==> src/rtl/booth_pkg.sv <==
// rtl/booth_pkg.sv - shared action bit indices, FSM states and default width for the Booth multiplier
package booth_pkg;

  localparam int DEFAULT_WIDTH = 8;

  localparam int SINGLE = 0;
  localparam int DOUBLE = 1;
  localparam int NEG    = 2;

  typedef enum logic [1:0] {
    IDLE = 2'd0,
    BUSY = 2'd1,
    DONE = 2'd2
  } state_t;

endpackage

==> src/rtl/booth_encoder.sv <==
// rtl/booth_encoder.sv - radix-4 Booth recoding of one multiplier triplet into {neg, double, single}
module booth_encoder
  import booth_pkg::*;
(
  input  logic [2:0] triplet_i,
  output logic [2:0] action_o
);

  always_comb begin
    action_o = 3'b000;
    case (triplet_i)
      3'b001, 3'b010: action_o[SINGLE] = 1'b1;
      3'b011:         action_o[DOUBLE] = 1'b1;
      3'b100:         begin action_o[NEG] = 1'b1; action_o[DOUBLE] = 1'b1; end
      3'b101, 3'b110: begin action_o[NEG] = 1'b1; action_o[SINGLE] = 1'b1; end
      default:        action_o = 3'b000;
    endcase
  end

endmodule

==> src/rtl/booth_seq_mult.sv <==
// rtl/booth_seq_mult.sv - sequential radix-4 Booth signed multiplier, one digit per cycle
// Define BOOTH_SEQ_ZERO_SKIP_EN to finish early once all remaining digits are zero.
module booth_seq_mult
  import booth_pkg::*;
#(
  parameter int WIDTH = DEFAULT_WIDTH
) (
  input  logic                 clk,
  input  logic                 rst_n,
  input  logic                 in_valid,
  output logic                 in_ready,
  input  logic [WIDTH-1:0]     multiplicand,
  input  logic [WIDTH-1:0]     multiplier,
  output logic                 out_valid,
  input  logic                 out_ready,
  output logic [2*WIDTH-1:0]   product,
  output logic [2:0]           action
);

  localparam int PW = 2 * WIDTH;
  localparam int CW = $clog2(WIDTH);
  localparam logic [CW-1:0] LAST = CW'(WIDTH / 2 - 1);

  state_t           state_q;
  logic [WIDTH-1:0] mcand_q;
  logic [WIDTH:0]   y_q;      // multiplier with y[-1] appended, shifted right two bits per digit
  logic [PW-1:0]    acc_q;
  logic [CW-1:0]    cnt_q;
  logic             out_valid_q;

  logic [2:0]         enc;
  logic [WIDTH+1:0]   mag;
  logic [WIDTH+1:0]   pp;
  logic [PW-1:0]      pp_sh;
  logic [PW-1:0]      acc_d;
  logic               accept;
  logic               done_now;

  booth_encoder u_enc (
    .triplet_i (y_q[2:0]),
    .action_o  (enc)
  );

  always_comb begin
    mag = '0;
    if (enc[SINGLE])
      mag = {{2{mcand_q[WIDTH-1]}}, mcand_q};
    else if (enc[DOUBLE])
      mag = {mcand_q[WIDTH-1], mcand_q, 1'b0};
    pp    = enc[NEG] ? (~mag + 1'b1) : mag;
    pp_sh = {{(PW-WIDTH-2){pp[WIDTH+1]}}, pp} << {cnt_q, 1'b0};
    acc_d = acc_q + pp_sh;
`ifdef BOOTH_SEQ_ZERO_SKIP_EN
    // Remaining triplets are all 000/111 exactly when the unconsumed bits are all equal.
    done_now = (cnt_q == LAST) || (y_q[WIDTH:2] == {(WIDTH-1){y_q[WIDTH]}});
`else
    done_now = (cnt_q == LAST);
`endif
  end

  assign in_ready  = (state_q == IDLE) || ((state_q == DONE) && out_ready);
  assign accept    = in_valid && in_ready;
  assign out_valid = out_valid_q;
  assign product   = acc_q;
  assign action    = (state_q == BUSY) ? enc : 3'b000;

  always_ff @(posedge clk or negedge rst_n) begin
    if (!rst_n) begin
      state_q     <= IDLE;
      mcand_q     <= '0;
      y_q         <= '0;
      acc_q       <= '0;
      cnt_q       <= '0;
      out_valid_q <= 1'b0;
    end else if (accept) begin
      state_q     <= BUSY;
      mcand_q     <= multiplicand;
      y_q         <= {multiplier, 1'b0};
      acc_q       <= '0;
      cnt_q       <= '0;
      out_valid_q <= 1'b0;
    end else begin
      case (state_q)
        BUSY: begin
          acc_q <= acc_d;
          cnt_q <= cnt_q + 1'b1;
          y_q   <= {{2{y_q[WIDTH]}}, y_q[WIDTH:2]};
          if (done_now) begin
            state_q     <= DONE;
            out_valid_q <= 1'b1;
          end
        end
        DONE: begin
          if (out_ready) begin
            state_q     <= IDLE;
            out_valid_q <= 1'b0;
          end
        end
        IDLE: ;
        default: begin
          state_q     <= IDLE;
          out_valid_q <= 1'b0;
        end
      endcase
    end
  end

endmodule

==> config.mk <==
export PLATFORM = sky130hd
export DESIGN_NAME = booth_seq_mult
export DESIGN_NICKNAME = d
export VERILOG_FILES = /design/src/rtl/booth_pkg.sv /design/src/rtl/booth_encoder.sv /design/src/rtl/booth_seq_mult.sv
export SDC_FILE = /design/constraint.sdc
export NUM_CORES = 1
export LEC_CHECK = 0
export CORE_MARGIN = 4
export CORE_UTILIZATION = 58
export DETAILED_ROUTE_END_ITERATION = 10
export DONT_BUFFER_PORTS = 1
export HOLD_SLACK_MARGIN = 0.12
export PLACE_DENSITY = 0.81
export RECOVER_POWER = 25
export SYNTH_ARGS = -nofsm -noshare
export SYNTH_HDL_FRONTEND = slang
export SYNTH_SLANG_ARGS = --single-unit
==> constraint.sdc <==
create_clock -name clk -period 4.15 [get_ports clk]
set_input_delay 0.83 -clock clk [delete_from_list [all_inputs] [get_ports clk]]
set_output_delay 0.83 -clock clk [all_outputs]
set_load 0.01 [all_outputs]
==> results.tsv <==
metric	value	unit
synthMuxAreaShare	7.88	%
cts_hold_buffers	0	
io_pins	41	
syn_avg_cell_area	8.60	um2
dp_hpwl	5.51	mm
critical_path.slowest_cell	dfrtp_1	
skew	0.0133	ns
place_inst	427	
drv_cap	0	
synth-seq-area-share	30.0	%
cts_buffers	5	
reg2reg_setup_slack	0.07	ns
synthesis.nets	413	
finalWorstSetupSlack	0.0683	ns
path_clk_slew	0.09	ns
reg2reg_depth	19	
synth_xor_area_share	5.52	%
fin_cells	444	
grt-ovfl-total	0	
cts_buffer_depth	2	
yosys.area_share.simple	18.2	%
synth_compound_area_share	24.5	%
num_vias	2872	
grt.total_usage	24.8	%
maxSlewViolCount	0	
placementRows	26	
die_w	82.0	um
hold_path_class	primary input to async pin	
gp_congestion	0.931	
setup_violations	0	
io_buffers	0	
synth_top_family_by_area	compound AO/OA/AOI/OAI gates	
grt_antenna_before_repair	0	
route.detailed.drc	0	
fp.dieH	82.0	um
initial_core_util	61.0	%
max_stage_delay	0.43	ns
drt_iter0_drc	363	
start_kind	flip-flop	
synth-adder-area-share	9.70	%
layout_worst_path_cycle_share	98.4	%
critPathKind	flip-flop to flip-flop	
num_antenna_cells	0	
grt_pass1_vias	2735	
max_freq	245	MHz
final_util	68.6	%
cts.sinks	38	
cp.required	4.38	ns
cp_max_fo	11	
cts_tree	yes	
syn_to_final_growth	12.5	%
worstMarginPinSlew	0.653	ns
first_pass_iters	5	
gr-usage-met3	5.48	%
synth_edf_count	0	
ys_dominant_reg_cell	dfrtp_1	
core-area	5200	um2
status	finished, final reports clean	
syn_area	3170	um2
die_area	6720	um2
crit_top_cell	nand2_1	
grt_pass1_wl	13.0	mm
wl_per_cell	18.3	um
fillers	420	
cp-end-kind	flip-flop	
synth.distinct_cells	65	
pre_cts_ws	-0.0728	ns
drt.antenna.violating_nets	0	
insertion_delay	0.30	ns
met2_usage	38.6	%
timing.slew.headroom	56.5	%
period_minus_slack	4.08	ns
crit_end	product[15]	
cts-root-buf	clkbuf_8	
synthArstFlopShare	100	%
yosys_warnings	0	
vias_per_cell	6.47	
syn_inst	369	
cp.arrival	4.32	ns
use_met1	34.0	%
worst_r2r_endpoint	product[15]	
grt_max_degree	39	
setup_tns	0	ns
startpoint	y_q[1]	
finalWirelength	8.11	mm
cts_max_level	2	
layout-drive-gt1-share	23.3	%
hold_viol_final	0	
crit_chain	buf_4 > ha_1 > o31ai_2 > buf_6 > nor2_1 > xor2_1 > a22oi_1 > nand2_1 > o21ai_1 > mux2_2 > o22ai_2 > ha_4 > a21oi_2 > nand2_1 > o2111ai_2 > a31o_2 > and3b_1 > or3_1 > nand3_1	
crit-reg2reg-launch	y_q[1]	
fin_nets	417	
ys_seq_elements	38	
grt-busiest-layer	met2	
## cell families (layout without fill, tap and decap cells)
kind of cell / after synthesis / in the layout
adder cells (fa/ha/maj): 24 / 24
flip-flops: 38 / 38
AND/OR/NAND/NOR: 122 / 122
buffers and inverters: 32 / 37
XOR/XNOR: 20 / 20
AO/OA/AOI/OAI: 111 / 111
multiplexers: 22 / 22
## what timing repair did
item	4_1_cts	5_1_grt
endpoints found under the setup margin	4	7
gates resized for setup	4	29
buffers inserted	1	8
hold endpoints to repair	0	0
cloned	0	0
pin swaps	1	10
## layer usage
layer	part of all wire (%)	up-vias
met2	47	137
li1	-	1359
met5	0	-
met1	43	1352
met3	7.5	24
met4	2.3	0
## final cells by class
cell class / count / area [um2] / area share [%]
Clock inverter: 3 / 45.0 / 1.26
Tap cell: 70 / 87.6 / 2.45
Timing Repair Buffer: 21 / 174 / 4.87
Multi-Input combinational cell: 299 / 2210 / 61.9
Inverter: 8 / 33.8 / 0.946
Sequential cell: 38 / 951 / 26.6
Clock buffer: 5 / 68.8 / 1.93
## worst min path at each step
stage | startpoint | end | depth (start not counted)
after global placement | y_q[5] | y_q[5] | 2
after global routing | rst_n | mcand_q[2] | 0
final | rst_n | mcand_q[3] | 0
after detailed placement | y_q[4] | y_q[4] | 2
after floorplan | y_q[4] | y_q[4] | 2
after CTS | rst_n | mcand_q[3] | 0
## cells in the final DEF, fill, tap and decap left out, drive strengths merged, types with 8 or more instances in the layout
cell type | Yosys | final
a21oi | 16 | 16
ha | 23 | 23
xnor2 | 8 | 8
nor3 | 14 | 14
buf | 8 | 21
nand2 | 49 | 49
xor2 | 12 | 12
o22ai | 9 | 9
dfrtp | 38 | 38
mux2 | 15 | 15
o21ai | 30 | 30
nor2 | 27 | 27
## stage by stage
| stage | area (um2) | hold slack [ns] |
|---|---|---|
| finish | 3570 | 0.209 |
| global route | 3570 | 0.192 |
| CTS | 3400 | 0.201 |
| detailed placement | 3260 | 0.467 |
| global placement | 3260 | 0.461 |
| floorplan | 3170 | 0.445 |
## cell usage after synthesis (all sizes together), types with 2 or more instances
library cell  count  area share [%]
a211o             3            0.83
a211oi            3            0.71
a21o              4            0.95
a21oi            16             2.8
a221o             2            0.63
a22o              3            0.83
a22oi             7             1.8
a31o              3            0.83
a31oi             5            0.99
a41oi             2            0.55
and2              4            0.79
buf               8             1.4
clkbuf           16             1.9
clkinv            2            0.24
dfrtp            38              30
ha               23             9.1
inv               6            0.71
mux2             15             5.6
mux2i             7             2.3
nand2            49             5.8
nand2b            7             1.4
nand3             4            0.63
nand4             3            0.59
nor2             27             3.2
nor2b             3            0.59
nor3             14             2.4
nor4              2            0.87
o211ai            7             1.7
o21ai            30             4.8
o21bai            2            0.47
o22ai             9             1.8
o311ai            2            0.79
o31a              2            0.59
o31ai             3            0.87
or2               2            0.39
or3               3            0.63
xnor2             8             2.2
xor2             12             3.3
## state kept, by name, summed over array words and instances (netlist names)
register	cells
mcand_q	8
y_q	9
out_valid	1
state_q	1
product	16
cnt_q	3
## critical path, delay by kind of cell, from the launching register on
kind                     cells  cell delay [ns]
adder cells (fa/ha/maj)      2             0.46
AND/OR/NAND/NOR              6             0.91
multiplexers                 1             0.30
AO/OA/AOI/OAI                7             1.35
XOR/XNOR                     1             0.21
buffers and inverters        2             0.35
flip-flops                   1             0.43
Power is not shown: default switching activity piles up to over one toggle a cycle in this logic, so the estimate is an artifact.
